File: src/rtl/alu_sched_pkg.sv
// Shared types and widths for the ALU request scheduler slice.
// Latency: n/a (declarations only).
// Backpressure: n/a.
package alu_sched_pkg;

  localparam int OP_W   = 2;
  localparam int DATA_W = 4;
  localparam int RES_W  = 5;
  localparam int ANS_W  = 4;

  typedef enum logic [1:0] {
    IDLE = 2'd0,
    EXEC = 2'd1,
    RESP = 2'd2
  } state_t;

endpackage

File: src/rtl/alu_req_scheduler_if.sv
// Request/response bundle between two command sources, their consumer and the scheduler.
// Latency: n/a (wires only).
// Backpressure: reqN_valid/reqN_ready per requester, rsp_valid/rsp_ready on the shared response.
// Ports: master = requesters + response consumer side, slave = scheduler side.
interface alu_req_scheduler_if;
  import alu_sched_pkg::*;

  logic              req0_valid;
  logic              req0_ready;
  logic [OP_W-1:0]   req0_op;
  logic [DATA_W-1:0] req0_a;
  logic [DATA_W-1:0] req0_b;

  logic              req1_valid;
  logic              req1_ready;
  logic [OP_W-1:0]   req1_op;
  logic [DATA_W-1:0] req1_a;
  logic [DATA_W-1:0] req1_b;

  logic              rsp_valid;
  logic              rsp_ready;
  logic              rsp_id;
  logic [RES_W-1:0]  rsp_result;
  logic [ANS_W-1:0]  rsp_answer;
  logic              rsp_eq;
  logic              rsp_less;
  logic              rsp_great;

  modport master (
    output req0_valid, req0_op, req0_a, req0_b,
    output req1_valid, req1_op, req1_a, req1_b,
    output rsp_ready,
    input  req0_ready, req1_ready,
    input  rsp_valid, rsp_id, rsp_result, rsp_answer, rsp_eq, rsp_less, rsp_great
  );

  modport slave (
    input  req0_valid, req0_op, req0_a, req0_b,
    input  req1_valid, req1_op, req1_a, req1_b,
    input  rsp_ready,
    output req0_ready, req1_ready,
    output rsp_valid, rsp_id, rsp_result, rsp_answer, rsp_eq, rsp_less, rsp_great
  );
endinterface

File: src/rtl/alu_final.sv
// Team 4-bit combinational ALU: add, subtract, and, xor plus magnitude compare of A and B.
// Latency: 0 cycles (pure combinational).
// Backpressure: none.
// Ports: op {A1,A0}, a, b in; result (bit 4 = carry/borrow), answer (low nibble), eq/less/great out.
module alu_final
  import alu_sched_pkg::*;
(
  input  logic [OP_W-1:0]   op,
  input  logic [DATA_W-1:0] a,
  input  logic [DATA_W-1:0] b,
  output logic [RES_W-1:0]  result,
  output logic [ANS_W-1:0]  answer,
  output logic              eq,
  output logic              less,
  output logic              great
);

  always_comb begin
    result = '0;
    case (op)
      2'b00:   result = {1'b0, a} + {1'b0, b};
      // Bit 4 ends up as the borrow when a < b.
      2'b01:   result = {1'b0, a} - {1'b0, b};
      2'b10:   result = {1'b0, a & b};
      default: result = {1'b0, a ^ b};
    endcase
  end

  assign answer = result[ANS_W-1:0];
  assign eq     = (a == b);
  assign less   = (a < b);
  assign great  = (a > b);

endmodule

File: src/rtl/rr_arb2.sv
// Two-way round-robin arbiter: grant selection plus next-pointer computation.
// Latency: 0 cycles (combinational; the caller owns the pointer register).
// Backpressure: none; the caller gates valid when it cannot accept.
// Ports: valid[1:0], ptr (current priority holder), accept -> grant[1:0] (one-hot or zero), ptr_nxt.
module rr_arb2 (
  input  logic [1:0] valid,
  input  logic       ptr,
  input  logic       accept,
  output logic [1:0] grant,
  output logic       ptr_nxt
);

  always_comb begin
    grant = valid;
    if (valid == 2'b11) begin
      grant = ptr ? 2'b10 : 2'b01;
    end
  end

  // Priority moves to whichever requester did not win, even a lone winner.
  assign ptr_nxt = accept ? grant[0] : ptr;

endmodule

File: src/rtl/alu_req_scheduler.sv
// Shares one alu_final between two requesters, round-robin, one operation in flight.
// Latency: ready in cycle c -> rsp_valid in cycle c+2; 3 cycles minimum per operation.
// Backpressure: readys stay low while busy; the response is held until rsp_ready.
// Ports: clk, rst (sync, active high), bus (slave side of the interface), gnt_cnt0/1 (saturating).
module alu_req_scheduler #(
  parameter int DATA_W    = 4,
  parameter bit PRIO_INIT = 1'b0,
  parameter int CNT_W     = 8
) (
  input  logic                 clk,
  input  logic                 rst,
  alu_req_scheduler_if.slave   bus,
  output logic [CNT_W-1:0]     gnt_cnt0,
  output logic [CNT_W-1:0]     gnt_cnt1
);
  import alu_sched_pkg::*;

  if (DATA_W != alu_sched_pkg::DATA_W) begin : g_bad_data_w
    $error("alu_req_scheduler: DATA_W must be 4 to match alu_final");
  end

  state_t            state_q;
  logic              ptr_q;
  logic              ptr_nxt;
  logic [1:0]        req_vld;
  logic [1:0]        gnt;
  logic              accept;
  logic              gnt_id;

  logic [OP_W-1:0]   op_q;
  logic [DATA_W-1:0] a_q;
  logic [DATA_W-1:0] b_q;
  logic              id_q;

  logic [RES_W-1:0]  alu_result;
  logic [ANS_W-1:0]  alu_answer;
  logic              alu_eq;
  logic              alu_less;
  logic              alu_great;

  logic              rsp_id_q;
  logic [RES_W-1:0]  rsp_result_q;
  logic [ANS_W-1:0]  rsp_answer_q;
  logic              rsp_eq_q;
  logic              rsp_less_q;
  logic              rsp_great_q;

  // Requests are only visible to the arbiter while idle, so no ready leaks out when busy.
  assign req_vld = (state_q == IDLE) ? {bus.req1_valid, bus.req0_valid} : 2'b00;

  rr_arb2 u_arb (
    .valid   (req_vld),
    .ptr     (ptr_q),
    .accept  (accept),
    .grant   (gnt),
    .ptr_nxt (ptr_nxt)
  );

  // A grant is only issued to a valid requester, so any grant is a transfer.
  assign accept         = |gnt;
  assign gnt_id         = gnt[1];
  assign bus.req0_ready = gnt[0];
  assign bus.req1_ready = gnt[1];

  alu_final u_alu (
    .op     (op_q),
    .a      (a_q),
    .b      (b_q),
    .result (alu_result),
    .answer (alu_answer),
    .eq     (alu_eq),
    .less   (alu_less),
    .great  (alu_great)
  );

  always_ff @(posedge clk) begin
    if (rst) begin
      state_q      <= IDLE;
      ptr_q        <= PRIO_INIT;
      op_q         <= '0;
      a_q          <= '0;
      b_q          <= '0;
      id_q         <= 1'b0;
      rsp_id_q     <= 1'b0;
      rsp_result_q <= '0;
      rsp_answer_q <= '0;
      rsp_eq_q     <= 1'b0;
      rsp_less_q   <= 1'b0;
      rsp_great_q  <= 1'b0;
      gnt_cnt0     <= '0;
      gnt_cnt1     <= '0;
    end else begin
      ptr_q <= ptr_nxt;
      case (state_q)
        IDLE: begin
          if (accept) begin
            state_q <= EXEC;
            id_q    <= gnt_id;
            op_q    <= gnt_id ? bus.req1_op : bus.req0_op;
            a_q     <= gnt_id ? bus.req1_a  : bus.req0_a;
            b_q     <= gnt_id ? bus.req1_b  : bus.req0_b;
            if (gnt[0] && (gnt_cnt0 != {CNT_W{1'b1}})) gnt_cnt0 <= gnt_cnt0 + CNT_W'(1);
            if (gnt[1] && (gnt_cnt1 != {CNT_W{1'b1}})) gnt_cnt1 <= gnt_cnt1 + CNT_W'(1);
          end
        end
        EXEC: begin
          state_q      <= RESP;
          rsp_id_q     <= id_q;
          rsp_result_q <= alu_result;
          rsp_answer_q <= alu_answer;
          rsp_eq_q     <= alu_eq;
          rsp_less_q   <= alu_less;
          rsp_great_q  <= alu_great;
        end
        RESP: begin
          if (bus.rsp_ready) state_q <= IDLE;
        end
        default: state_q <= IDLE;
      endcase
    end
  end

  assign bus.rsp_valid  = (state_q == RESP);
  assign bus.rsp_id     = rsp_id_q;
  assign bus.rsp_result = rsp_result_q;
  assign bus.rsp_answer = rsp_answer_q;
  assign bus.rsp_eq     = rsp_eq_q;
  assign bus.rsp_less   = rsp_less_q;
  assign bus.rsp_great  = rsp_great_q;

endmodule

File: src/flat_wrapper.sv
// flat-port wrapper written by rule: the top's interface ports become plain ports
module alu_req_scheduler_flat import alu_sched_pkg::*;
#(
  parameter int DATA_W    = 4,
  parameter bit PRIO_INIT = 1'b0,
  parameter int CNT_W     = 8
)
  (clk, rst, gnt_cnt0, gnt_cnt1, bus_req0_valid, bus_req0_op, bus_req0_a, bus_req0_b, bus_req1_valid, bus_req1_op, bus_req1_a, bus_req1_b, bus_rsp_ready, bus_req0_ready, bus_req1_ready, bus_rsp_valid, bus_rsp_id, bus_rsp_result, bus_rsp_answer, bus_rsp_eq, bus_rsp_less, bus_rsp_great);
  alu_req_scheduler_if bus_i ();
  input  logic clk;
  input  logic rst;
  output logic [CNT_W-1:0] gnt_cnt0;
  output logic [CNT_W-1:0] gnt_cnt1;
  input wire logic [$bits(bus_i.req0_valid)-1:0] bus_req0_valid;
  input wire logic [$bits(bus_i.req0_op)-1:0] bus_req0_op;
  input wire logic [$bits(bus_i.req0_a)-1:0] bus_req0_a;
  input wire logic [$bits(bus_i.req0_b)-1:0] bus_req0_b;
  input wire logic [$bits(bus_i.req1_valid)-1:0] bus_req1_valid;
  input wire logic [$bits(bus_i.req1_op)-1:0] bus_req1_op;
  input wire logic [$bits(bus_i.req1_a)-1:0] bus_req1_a;
  input wire logic [$bits(bus_i.req1_b)-1:0] bus_req1_b;
  input wire logic [$bits(bus_i.rsp_ready)-1:0] bus_rsp_ready;
  output wire logic [$bits(bus_i.req0_ready)-1:0] bus_req0_ready;
  output wire logic [$bits(bus_i.req1_ready)-1:0] bus_req1_ready;
  output wire logic [$bits(bus_i.rsp_valid)-1:0] bus_rsp_valid;
  output wire logic [$bits(bus_i.rsp_id)-1:0] bus_rsp_id;
  output wire logic [$bits(bus_i.rsp_result)-1:0] bus_rsp_result;
  output wire logic [$bits(bus_i.rsp_answer)-1:0] bus_rsp_answer;
  output wire logic [$bits(bus_i.rsp_eq)-1:0] bus_rsp_eq;
  output wire logic [$bits(bus_i.rsp_less)-1:0] bus_rsp_less;
  output wire logic [$bits(bus_i.rsp_great)-1:0] bus_rsp_great;
  assign bus_i.req0_valid = bus_req0_valid;
  assign bus_i.req0_op = bus_req0_op;
  assign bus_i.req0_a = bus_req0_a;
  assign bus_i.req0_b = bus_req0_b;
  assign bus_i.req1_valid = bus_req1_valid;
  assign bus_i.req1_op = bus_req1_op;
  assign bus_i.req1_a = bus_req1_a;
  assign bus_i.req1_b = bus_req1_b;
  assign bus_i.rsp_ready = bus_rsp_ready;
  assign bus_req0_ready = bus_i.req0_ready;
  assign bus_req1_ready = bus_i.req1_ready;
  assign bus_rsp_valid = bus_i.rsp_valid;
  assign bus_rsp_id = bus_i.rsp_id;
  assign bus_rsp_result = bus_i.rsp_result;
  assign bus_rsp_answer = bus_i.rsp_answer;
  assign bus_rsp_eq = bus_i.rsp_eq;
  assign bus_rsp_less = bus_i.rsp_less;
  assign bus_rsp_great = bus_i.rsp_great;
  alu_req_scheduler #(.DATA_W(DATA_W), .PRIO_INIT(PRIO_INIT), .CNT_W(CNT_W)) u_core (.clk(clk), .rst(rst), .bus(bus_i), .gnt_cnt0(gnt_cnt0), .gnt_cnt1(gnt_cnt1));
endmodule
File: config.mk
export PLATFORM = sky130hd
export DESIGN_NAME = alu_req_scheduler_flat
export DESIGN_NICKNAME = d
export VERILOG_FILES = /design/src/rtl/alu_sched_pkg.sv /design/src/rtl/alu_req_scheduler_if.sv /design/src/rtl/alu_final.sv /design/src/rtl/rr_arb2.sv /design/src/rtl/alu_req_scheduler.sv /design/src/flat_wrapper.sv
export SDC_FILE = /design/constraint.sdc
export NUM_CORES = 1
export LEC_CHECK = 0
export CORE_ASPECT_RATIO = 0.6
export CORE_MARGIN = 5
export CORE_UTILIZATION = 45
export CTS_CLUSTER_DIAMETER = 200
export CTS_CLUSTER_SIZE = 16
export DETAILED_ROUTE_END_ITERATION = 16
export PLACE_DENSITY = 0.75
export SETUP_SLACK_MARGIN = 0.05
export SLEW_MARGIN = 10
export SYNTH_ARGS = -nofsm -noshare
export SYNTH_HDL_FRONTEND = slang
export SYNTH_SLANG_ARGS = --single-unit
File: constraint.sdc
create_clock -name clk -period 3 [get_ports clk]
set_clock_uncertainty 0.2 [all_clocks]
set_input_delay 0.6 -clock clk [delete_from_list [all_inputs] [get_ports clk]]
set_output_delay 0.6 -clock clk [all_outputs]
set_load 0.02 [all_outputs]
-- Word-level counts from Yosys, hierarchy flattened
Index checks and enable logic that the tools add are counted.
- add/subtract/negate cells: 4
- multipliers: 0
- divide/modulo/power cells: 0
- order comparisons: 2
- equality and inequality tests: 10
- shifts and indexed selects: 0
- multiplexer cells: 10
- bitwise operators: 2
- reduce and logical (&&, ||, !) cells: 9
- operators with widths (operator ; count):
    $add 8x1->8 const B ; 2
    $ne 8x8->1 const B ; 2
    $pmux 5 s3 ; 1
    $mux 2 ; 6
    $mux 4 ; 2
    $eq 2x2->1 const B ; 3
    $pmux 2 s3 ; 1
    $reduce_and 3->1 ; 2
    $add 4x4->5 ; 1
    $sub 4x4->5 ; 1
    $and 4x4->4 ; 1
    $eq 2x1->1 const B ; 2
    $eq 4x4->1 ; 1
    $gt 4x4->1 ; 1
    $logic_not 2->1 ; 2
    $lt 4x4->1 ; 1
    $ne 2x2->1 const B ; 2
    $reduce_and 2->1 ; 2
    $xor 4x4->4 ; 1
    $logic_and 1x1->1 ; 2
    $reduce_or 2->1 ; 1
- register bits after elaboration: 43
- latch bits: 0
- memory bits (writable): 0
- ROM bits: 0
- memories kept: 0

-- Depth between registers and ports, before layout
- depth after elaboration: 7
- gate-level depth with buffers: 7
- depth with buffers taken out: 7

-- Modules after synthesis
From an unflattened synthesis, not the netlist that was laid out.
- cells, all modules: 265
- area total of the unflattened synthesis: 2288.4 sq um
- modules (own cells, without submodules) (module ; instances ; cells each ; area an instance (sq um) ; seq. area each (sq um)):
    alu_req_scheduler ; 1 ; 204 ; 1805.5 ; 860.8
    alu_final ; 1 ; 57 ; 445.4 ; 0.0
    rr_arb2 ; 1 ; 4 ; 37.5 ; 0.0

-- Worst setup path after synthesis
No wires, ideal clock.
- path type: input to output
- start point: in bus_req1_valid
- end point: out bus_req1_ready
- arrival: 1.191 ns
- required time: 2.200 ns
- setup slack: 1.009 ns
- stages: 4
- path through: nor3b_4 > nand2_2 > inv_1 > buf_4
- cells in the longest elaborated chain, start to end: 3
- ends and longest elaborated chain (what ; RTL line ; RTL):
    from (decl) ; flat_wrapper.sv:18 ; input wire logic [$bits(bus_i.req1_valid)-1:0] bus_req1_valid;
    $mux 2 * ; alu_req_scheduler.sv:49 ; assign req_vld = (state_q == IDLE) ? {bus.req1_valid, bus.req0_valid} : 2'b00;
    $eq 2x2->1 ; rr_arb2.sv:15 ; if (valid == 2'b11) begin
    $mux 2 * ; rr_arb2.sv:15 ;
    to (decl) ; flat_wrapper.sv:24 ; output wire logic [$bits(bus_i.req1_ready)-1:0] bus_req1_ready;
Mark *: on every way between the ends. The rest lies on a longest branch, timed or not.

-- Final worst setup path
- start point: in bus_req1_valid
- end point: out bus_req0_ready
- cells in the longest elaborated chain, start to end: 3
- ends and longest elaborated chain (what ; RTL line ; RTL):
    $mux 2 ; alu_req_scheduler.sv:49 ;
    $eq 2x2->1 ; rr_arb2.sv:15 ;
    $mux 2 ; rr_arb2.sv:15 ;
    to (decl) ; flat_wrapper.sv:23 ; output wire logic [$bits(bus_i.req0_ready)-1:0] bus_req0_ready;
Every way passes these cells.

==> Flow_metrics.wiki <==
{| class="wikitable"
! Metric !! Value
|-
| Worst-Skew Late Latency || 0.28 ns
|-
| Power Density || 462 mW/mm^2
|-
| Top-area cell type share of the netlist area || 0.363
|-
| HPWL after detailed placement || 4010 um
|-
| Cts bufs inserted || 5
|-
| Root Buffer Master || sky130_fd_sc_hd__clkbuf_8
|-
| Hold-fix buffer count after cts || 0
|-
| Predominant post-synthesis flop cell || sky130_fd_sc_hd__dfxtp_1
|-
| Routability congestion estimate || 0.850
|-
| Height of the chip || 63.6 um
|-
| IO Port Bufs || 56
|-
| Smallest setup slack after layout || 0.155 ns
|-
| Post-layout minimum cycle time || 2.85 ns
|-
| Most frequent cell after synthesis || sky130_fd_sc_hd__dfxtp_1
|-
| Total routed wirelength || 5310 um
|-
| Startpoint-to-endpoint class of the critical path || in2out
|-
| Setup slack after placement || 0.0615 ns
|-
| Max Clock Freq || 351 MHz
|-
| Class of the tightest hold or removal check || reg2reg
|-
| Area used by sequential logic in the layout || 781 sq um
|-
| Final worst path period share || 0.948
|-
| Global route total overflow || 0
|-
| Number of global-route vias before repair || 1,873
|-
| Cell types occupying the most area after synthesis || sky130_fd_sc_hd__dfxtp_1 36%, sky130_fd_sc_hd__nand2_1 5.9%, sky130_fd_sc_hd__ha_1 5.8%
|-
| Syn. warnings || 0
|-
| Initial core utilization || 0.467
|-
| Actual transition at the worst max-transition pin || 0.574 ns
|-
| Width of the chip || 99.3 um
|-
| Starting DRT DRC Count || 74
|-
| Via count normalized by instance count || 5.35
|-
| Routed vias || 2,027
|-
| Mapped Nets || 300
|-
| Pin count of the biggest net entering global routing || 23
|-
| Worst vdd rail ir drop || 232 uV
|-
| Area of the mapped netlist || 0.00215 sq mm
|-
| Worst path arrival time || 2.05 ns
|-
| Setup-violating endpoint count in the final report || 0
|-
| Unrepaired setup endpoints after global routing || no
|-
| Highest net fanout along the worst path || 3
|-
| Post-synthesis area per instance || 8.19 sq um
|-
| Post-synthesis to final-layout area growth || 31.8%
|-
| Total design power || 1.31 mW
|-
| Required time of the worst setup path || 2.20 ns
|-
| H-tree depth || 2
|-
| Fin nets || 352
|-
| Synthesis-stage register bit count || 39
|-
| Post-CTS setup-driven buffer insertion count || 0
|-
| Number of flops mapped to enable cells by yosys || 0
|-
| GRT Overall Usage || 0.173
|-
| Biggest area consumer among synthesized cells || sky130_fd_sc_hd__dfxtp_1
|-
| Routed wire per std cell || 14.0 um
|-
| Placement row count || 19
|-
| First-pass GRT wire length || 8960 um
|-
| Clock tree from TritonCTS || built
|-
| Number of inserted filler cells in the final layout || 432
|-
| Number of antenna violations at the first check in global routing || 0
|-
| Relative slew slack || 0.617
|-
| Leading cell types by count after synthesis || 39 x sky130_fd_sc_hd__dfxtp_1, 34 x sky130_fd_sc_hd__nand2_1, 26 x sky130_fd_sc_hd__nor2_1
|-
| Fin. Hold Viols || 0
|-
| Leakage power figure || 1.03 nW
|-
| Clock Pin Slew Worst Setup and Hold Paths || 0.07 ns
|-
| Sort of element at the start of the critical path || input port
|-
| Post-Synthesis Cells || 263
|-
| Number of DRC violations after detailed routing || 0
|-
| Kind of capture point of the worst setup path || output pin
|-
| Fraction of final layout cells with drive strength greater than 1 || 0.0728
|-
| Maximum buffer depth of the clock tree || 2
|-
| Async SR Flop Fraction || 0
|-
| Clock sink count || 39
|-
| Number of antenna cells inserted || 0
|-
| Pre-antenna DRT Iters || 4
|-
| Number of max-cap violations || 0
|-
| Total core area || 0.00461 sq mm
|-
| Final TNS setup || 0 ns
|-
| Pins over their slew limit || 0
|-
| Num ports || 57
|-
| Area occupied by multi-input gates || 0.00123 sq mm
|-
| Outcome || finished clean
|-
| Share of the yosys chip area belonging to registers || 0.363
|-
| Number of nets with antenna violations after detailed routing || 0
|-
| Cell variety after synth || 46
|-
| Floorplan die area || 0.00631 sq mm
|}
==> metrics by stage <==
step	util	instances	hold slack [ns]	cell area, sq um
2_1_floorplan	-	263	0.232	2150
3_3_place_gp	0.597	371	0.244	2760
3_5_place_dp	0.597	371	0.249	2760
4_1_cts	0.615	379	0.259	2840
5_1_grt	0.616	379	0.292	2840
6_report	0.616	379	0.254	2840
==> power breakdown <==
group,switching [mW],internal (mW)
clock network,0.174,0.163
registers,0.0405,0.557
logic,0.196,0.181
total,0.410,0.901
==> registers in the layout, summed over array words and instances (netlist names) <==
register               cells
u_core.gnt_cnt0            8
u_core.gnt_cnt1            8
u_core.bus.rsp_result      5
u_core.a_q                 4
u_core.b_q                 4
u_core.op_q                2
u_core.state_q             2
u_core.bus.rsp_eq          1
u_core.bus.rsp_great       1
u_core.bus.rsp_id          1
u_core.bus.rsp_less        1
u_core.id_q                1
u_core.ptr_q               1
==> routing by layer <==
layer	routed length, um	vias up	track usage
li1	-	1045	-
met1	2820	906	0.266
met2	2010	69	0.229
met3	442	7	0.0551
met4	37	0	0.0358
met5	0	-	0
==> final cells by class <==
type | instances | share of cell area
multi-input combinational | 192 | 0.433
sequential | 39 | 0.275
timing repair buffer | 63 | 0.217
tap | 63 | 0.0278
clock buffer | 7 | 0.0269
inverter | 14 | 0.0185
clock inverter | 1 | 0.00176
==> final timing paths <==
path | start | end | slack [ns] | cells after the start
max | bus_req1_valid | bus_req0_ready | 0.15 | 6
min | u_core.bus.rsp_less | u_core.bus.rsp_less | 0.25 | 2
max reg2reg | u_core.b_q[1] | u_core.bus.rsp_result[3] | 0.89 | 6
min reg2reg | u_core.bus.rsp_less | u_core.bus.rsp_less | 0.25 | 2
==> cells by family (layout without fill, tap and decap cells) <==
logic type                 after synthesis  count (layout)  share of synthesized area
DFF                                     39              39                      0.363
AOI/OAI and AO/OA                       64              64                      0.199
muxes                                    5               5                     0.0308
adders and majority gates               12              12                     0.0767
buffers and inverters                   32              85                     0.0662
and+or+nand+nor                        110             110                      0.260
xor gates and xnor gates                 1               1                    0.00407
==> placed cells by master (no fill, tap or decap), drive strengths merged, types with 6 or more instances in the layout <==
master / n
nor2: 26
a311oi: 10
nand3: 7
ha: 10
clkdlybuf4s50: 55
buf: 7
clkbuf: 7
a21oi: 23
dfxtp: 39
nor2b: 6
o21ai: 8
inv: 14
nand2: 35
==> critical path: stages <==
cell	delay (ns)
sky130_fd_sc_hd__clkdlybuf4s50_1	0.43
sky130_fd_sc_hd__buf_4	0.15
sky130_fd_sc_hd__nand2_1	0.07
sky130_fd_sc_hd__nand3_2	0.08
sky130_fd_sc_hd__inv_1	0.11
sky130_fd_sc_hd__clkdlybuf4s50_1	0.61
==> what timing repair did <==
action | in CTS | in global routing
gates resized for setup | 0 | 1
hold endpoints to repair | 0 | 0
endpoints found under the setup margin | 0 | 1
Note: power is estimated with default switching activity, not from simulation.
